[src/rtl/dmem_arb_pkg.sv]
// Shared types and constants for the data-memory arbiter.
package dmem_arb_pkg;

  // CPU_PRI: the CPU wins conflicts. EXT_FORCE: EXT wins the next conflict.
  typedef enum logic {
    CPU_PRI   = 1'b0,
    EXT_FORCE = 1'b1
  } arb_state_t;

  // Identifies which requester issued a read.
  typedef enum logic {
    OWN_CPU = 1'b0,
    OWN_EXT = 1'b1
  } owner_t;

  // Access width encodings as understood by the memory wrapper.
  localparam logic [1:0] W_BYTE = 2'b10;
  localparam logic [1:0] W_HALF = 2'b01;
  localparam logic [1:0] W_WORD = 2'b00;

  // One requester's access fields, bundled so the grant mux is one line.
  typedef struct packed {
    logic        we;
    logic [31:0] addr;
    logic [31:0] wdata;
    logic [1:0]  width;
    logic        is_unsigned;
  } mem_req_t;

  // Entry of the in-flight read tracker.
  typedef struct packed {
    logic   valid;
    owner_t owner;
  } rd_tag_t;

endpackage

[src/rtl/dmem_arbiter_rd_tag_pipe.sv]
// Delay line of read owner tags; one entry enters per cycle and leaves
// RD_LAT cycles later, aligned with the memory's read data.
module rd_tag_pipe
  import dmem_arb_pkg::*;
#(
  parameter int RD_LAT = 1
) (
  input  logic    clk,
  input  logic    rst,
  input  rd_tag_t tag_in,
  output rd_tag_t tag_out
);

  rd_tag_t pipe_q [RD_LAT];
  rd_tag_t pipe_d [RD_LAT];

  // Next-state of the shift register: new tag at the head, others advance.
  always_comb begin
    pipe_d[0] = tag_in;
    for (int i = 1; i < RD_LAT; i++) begin
      pipe_d[i] = pipe_q[i-1];
    end
  end

  // Shift register with synchronous clear; reset drops in-flight reads.
  always_ff @(posedge clk) begin
    for (int i = 0; i < RD_LAT; i++) begin
      if (rst) begin
        pipe_q[i] <= '0;
      end else begin
        pipe_q[i] <= pipe_d[i];
      end
    end
  end

  assign tag_out = pipe_q[RD_LAT-1];

endmodule

[src/rtl/dmem_arbiter.sv]
// Two-requester arbiter in front of the single-port data memory wrapper.
// The CPU has fixed priority; a wait counter forces an EXT win after the
// EXT port has been denied MAX_WAIT consecutive cycles.
//
// Handshake: a requester raises *_req with its fields and holds them stable
// until *_gnt is seen high in the same cycle; the access is taken in that
// cycle. A read returns later as a one-cycle *_rvalid pulse with *_rdata.
// A request may be withdrawn only before it is granted.
module dmem_arbiter
  import dmem_arb_pkg::*;
#(
  parameter int RD_LAT   = 1,
  parameter int MAX_WAIT = 4,
  localparam int WCW     = $clog2(MAX_WAIT + 1)
) (
  input  logic             clk,
  input  logic             rst,
  // CPU port
  input  logic             cpu_req,
  input  logic             cpu_we,
  input  logic [31:0]      cpu_addr,
  input  logic [31:0]      cpu_wdata,
  input  logic [1:0]       cpu_width,
  input  logic             cpu_unsigned,
  output logic             cpu_gnt,
  output logic             cpu_stall,
  output logic             cpu_rvalid,
  output logic [31:0]      cpu_rdata,
  // EXT port
  input  logic             ext_req,
  input  logic             ext_we,
  input  logic [31:0]      ext_addr,
  input  logic [31:0]      ext_wdata,
  input  logic [1:0]       ext_width,
  input  logic             ext_unsigned,
  output logic             ext_gnt,
  output logic             ext_rvalid,
  output logic [31:0]      ext_rdata,
  // Memory wrapper
  output logic             mem_rd_en,
  output logic             mem_wrt_en,
  output logic [31:0]      mem_addr,
  output logic [31:0]      mem_wrt_data,
  output logic [1:0]       mem_width,
  output logic             mem_unsigned,
  input  logic [31:0]      mem_rd_data,
  // Debug visibility of the arbitration FSM
  output arb_state_t       dbg_state,
  output logic [WCW-1:0]   dbg_wait_cnt
);

  localparam logic [WCW-1:0] WAIT_MAX = WCW'(MAX_WAIT);

  arb_state_t     state_q, state_d;
  logic [WCW-1:0] wait_q, wait_d;

  mem_req_t cpu_fields, ext_fields, sel_fields;
  rd_tag_t  tag_in, tag_out;
  logic     any_gnt;

  assign cpu_fields = '{we: cpu_we, addr: cpu_addr, wdata: cpu_wdata,
                        width: cpu_width, is_unsigned: cpu_unsigned};
  assign ext_fields = '{we: ext_we, addr: ext_addr, wdata: ext_wdata,
                        width: ext_width, is_unsigned: ext_unsigned};

  // Grant decision; nothing is granted while reset is asserted.
  always_comb begin
    cpu_gnt = 1'b0;
    ext_gnt = 1'b0;
    if (!rst) begin
      if (state_q == CPU_PRI) begin
        cpu_gnt = cpu_req;
        ext_gnt = ext_req & ~cpu_req;
      end else begin
        ext_gnt = ext_req;
        cpu_gnt = cpu_req & ~ext_req;
      end
    end
  end

  assign cpu_stall = cpu_req & ~cpu_gnt;
  assign any_gnt   = cpu_gnt | ext_gnt;

  // Memory drive: fields follow the winner, defaulting to the CPU inputs.
  always_comb begin
    sel_fields   = ext_gnt ? ext_fields : cpu_fields;
    mem_rd_en    = any_gnt & ~sel_fields.we;
    mem_wrt_en   = any_gnt & sel_fields.we;
    mem_addr     = sel_fields.addr;
    mem_wrt_data = sel_fields.wdata;
    mem_width    = sel_fields.width;
    mem_unsigned = sel_fields.is_unsigned;
  end

  // Starvation counter and FSM next-state.
  always_comb begin
    wait_d  = wait_q;
    state_d = state_q;
    if (!ext_req || ext_gnt) begin
      wait_d = '0;
    end else if (wait_q != WAIT_MAX) begin
      wait_d = wait_q + 1'b1;
    end
    case (state_q)
      CPU_PRI: begin
        if (wait_d == WAIT_MAX) state_d = EXT_FORCE;
      end
      EXT_FORCE: begin
        if (ext_gnt || !ext_req) state_d = CPU_PRI;
      end
      default: state_d = CPU_PRI;
    endcase
  end

  // Arbitration FSM state and wait counter registers.
  always_ff @(posedge clk) begin
    if (rst) begin
      state_q <= CPU_PRI;
      wait_q  <= '0;
    end else begin
      state_q <= state_d;
      wait_q  <= wait_d;
    end
  end

  assign dbg_state    = state_q;
  assign dbg_wait_cnt = wait_q;

  // Every granted read leaves a tag that emerges with its data.
  assign tag_in = '{valid: mem_rd_en, owner: (ext_gnt ? OWN_EXT : OWN_CPU)};

  rd_tag_pipe #(
    .RD_LAT (RD_LAT)
  ) u_rd_tag_pipe (
    .clk     (clk),
    .rst     (rst),
    .tag_in  (tag_in),
    .tag_out (tag_out)
  );

  // Route the returning read to its issuer; masked during reset.
  assign cpu_rvalid = tag_out.valid & (tag_out.owner == OWN_CPU) & ~rst;
  assign ext_rvalid = tag_out.valid & (tag_out.owner == OWN_EXT) & ~rst;
  assign cpu_rdata  = mem_rd_data;
  assign ext_rdata  = mem_rd_data;

endmodule

[config.mk]
export PLATFORM = sky130hd
export DESIGN_NAME = dmem_arbiter
export DESIGN_NICKNAME = d
export VERILOG_FILES = /design/src/rtl/dmem_arb_pkg.sv /design/src/rtl/dmem_arbiter_rd_tag_pipe.sv /design/src/rtl/dmem_arbiter.sv
export SDC_FILE = /design/constraint.sdc
export NUM_CORES = 1
export LEC_CHECK = 0
export CAP_MARGIN = 20
export CORE_AREA = 3 3 120 122
export CTS_CLUSTER_DIAMETER = 120
export DETAILED_ROUTE_END_ITERATION = 12
export DIE_AREA = 0 0 123 125
export SYNTH_ARGS = -nofsm -noshare
export SYNTH_HDL_FRONTEND = slang
export SYNTH_SLANG_ARGS = --single-unit
[constraint.sdc]
create_clock -name clk -period 3.8 [get_ports clk]
set_clock_uncertainty 0.1 [all_clocks]
set_input_delay 0.76 -clock clk [delete_from_list [all_inputs] [get_ports clk]]
set_output_delay 0.76 -clock clk [all_outputs]
set_load 0.02 [all_outputs]
==> flow_metrics.env <==
export IMPL_status="finished, final reports clean"
export IMPL_cts_resized=0
export IMPL_fin_nets=507
export IMPL_root_buffer="clkbuf_16"
export IMPL_antenna_left=0
export IMPL_p_comb_frac=0.634
export IMPL_avgSynthCellArea_um2=9.15
export IMPL_clkTransAtPathRegs_ps=30
export IMPL_p_seq_frac=0.101
export IMPL_final_cell_mix="clkdlybuf4s50_1, mux2_2, mux2_1"
export IMPL_syn_to_final_growth_pct=122
export IMPL_synth_top_area_cell="mux2_2"
export IMPL_fin_crit_ps=3670
export IMPL_syn_area_um2=1630
export IMPL_relSlewSlack=0.766
export IMPL_grt_overflow=0
export IMPL_syn_inst=178
export IMPL_wirelength_um=7200
export IMPL_htreeDepth=1
export IMPL_numCtsBuffers=3
export IMPL_dpl_worst_slack_ps=82.8
export IMPL_dpl_hpwl_um=6360
export IMPL_antenna_cells=0
export IMPL_intPower_uw=465
export IMPL_num_io_pins=314
export IMPL_yosys_cell_types_count=25
export IMPL_cts_num_sinks=6
export IMPL_finalCritPeriodShare=0.967
export IMPL_drive_gt1_frac=0.181
export IMPL_ctsHoldBuffers=0
export IMPL_post_cts_buffers=0
export IMPL_grt_usage=0.0832
export IMPL_vias=1857
export IMPL_final_common_cell="clkdlybuf4s50_1"
export IMPL_leakage_nw=1.29
export IMPL_synth_top_area_frac=0.332
export IMPL_yosys_warnings=0
export IMPL_dieArea_um2=15400
export IMPL_coreArea_um2=13300
export IMPL_port_buffers=217
export IMPL_grt_pass1_wl_um=10200
export IMPL_swShare=0.288
export IMPL_setup_violations=0
export IMPL_p_sw_uw=188
export IMPL_report_final_slew_viol_count=0
export IMPL_tns_ps=0
export IMPL_drv_cap=0
export IMPL_row_count=42
export IMPL_insertion_delay_ps=230
export IMPL_clockBufferDepth=2
export IMPL_start_util=0.122
export IMPL_ys_seq_area_frac=0.0738
export IMPL_ir_drop_mv=0.0989
export IMPL_setup_ws_ps=126
export IMPL_die_x_um=123
export IMPL_synth_seq_cells=6
export IMPL_grt_max_degree=49
export IMPL_drt_iter0_drc=13
export IMPL_vias_per_cell=3.66
export IMPL_cp_arrival_ps=2810
export IMPL_grt_pass1_vias=2100
export IMPL_wl_per_cell_um=14.2
export IMPL_first_pass_iters=4
export IMPL_synth_nets=352
export IMPL_crit_path_end_kind="output pin"
export IMPL_die_h_um=125
export IMPL_fmax_ghz=0.272
export IMPL_clockPowerShare=0.264
export IMPL_critPathKind="in2out"
export IMPL_min_path_type="reg2reg"
export IMPL_startpoint_type="primary input"
export IMPL_place_congestion=0.708
export IMPL_antenna_found_initial=0
export IMPL_crit_fanout=48
export IMPL_tightest_slew_ps=342
export IMPL_cts_tree="yes"
export IMPL_ys_top_cells_by_area="mux2_2, buf_4, mux2_1"
export IMPL_drc=0
export IMPL_rsz0062_at_grt="no"
export IMPL_crit_required_ps=2940
export IMPL_finalHoldViolCount=0
export IMPL_power_density_nw_per_um2=181
export IMPL_num_fill_cells=1415
==> cells in the mapped netlist (all sizes together) <==
| cell type | number |
|---|---|
| nor2b | 2 |
| xnor2 | 1 |
| and2b | 1 |
| inv | 4 |
| a2111oi | 1 |
| o21ai | 1 |
| a21bo | 1 |
| nand3b | 3 |
| nor3b | 2 |
| ha | 2 |
| nand2 | 2 |
| buf | 72 |
| nand3 | 1 |
| dfxtp | 6 |
| nor3 | 3 |
| mux2 | 67 |
| a21oi | 1 |
| o32a | 1 |
| nor2 | 6 |
| and3b | 1 |
==> power by group through the flow <==
stage | logic (mW) | registers (mW) | clock network, mW
2_1_floorplan | 0.250 | 0.0678 | 0
3_3_place_gp | 0.417 | 0.0671 | 0
3_5_place_dp | 0.418 | 0.0672 | 0
4_1_cts | 0.421 | 0.0662 | 0.177
5_1_grt | 0.439 | 0.0664 | 0.182
6_report | 0.414 | 0.0662 | 0.173
==> worst max-delay path, stage by stage <==
cell,delay [ps]
clkdlybuf4s50_1,420
and2b_4,200
nor3_4,170
buf_12,270
mux2_2,370
clkdlybuf4s50_1,590
==> area by class of cell <==
class                   instances  area, um2  share of cell area
inverters                       4       15.0             0.00416
clock buffers                   3       75.1              0.0208
well taps                     176        220              0.0610
multi-input cells              96        957               0.265
repair buffers                222       2220               0.616
flip-flops and latches          6        120              0.0333
==> path summary, 6_finish.rpt <==
path	start	endpoint	slack, ps	cells past startpoint
worst max-delay path	cpu_req	mem_wrt_data[30]	130	6
worst min-delay path	dbg_wait_cnt[2]	dbg_wait_cnt[2]	490	2
worst max register to register	dbg_wait_cnt[0]	dbg_state	2240	5
worst min register to register	dbg_wait_cnt[2]	dbg_wait_cnt[2]	490	2
==> registers in the layout, indices dropped and copies added, names as in the netlist <==
name and cells:
u_rd_tag_pipe.pipe_q 2, dbg_state 1, dbg_wait_cnt 3
==> cell families after synthesis <==
group           after synthesis  synth area share
xor+xnor                      1           0.00538
flops                         6            0.0738
simple gates                 21            0.0799
mux                          67             0.463
fa+ha+maj                     2            0.0154
compound gates                5            0.0238
buf+inv                      76             0.338
==> stage by stage <==
step | power, mW | util | cell area, um2 | hold slack, ps | cells
after floorplan | 0.318 | - | 1630 | 529 | 178
after global placement | 0.484 | 0.266 | 3530 | 461 | 504
after detailed placement | 0.485 | 0.266 | 3530 | 474 | 504
after CTS | 0.664 | 0.272 | 3610 | 478 | 507
after global routing | 0.687 | 0.272 | 3610 | 499 | 507
final | 0.653 | 0.272 | 3610 | 486 | 507
==> layer usage <==
| layer | up-vias | track usage | share of wire |
|---|---|---|---|
| li1 | 855 | - | - |
| met1 | 797 | 0.0749 | 0.32 |
| met2 | 184 | 0.160 | 0.49 |
| met3 | 21 | 0.0388 | 0.17 |
| met4 | 0 | 0.0287 | 0.022 |
| met5 | - | 0 | 0 |
No activity file was read; power rests on OpenSTA's default activity.
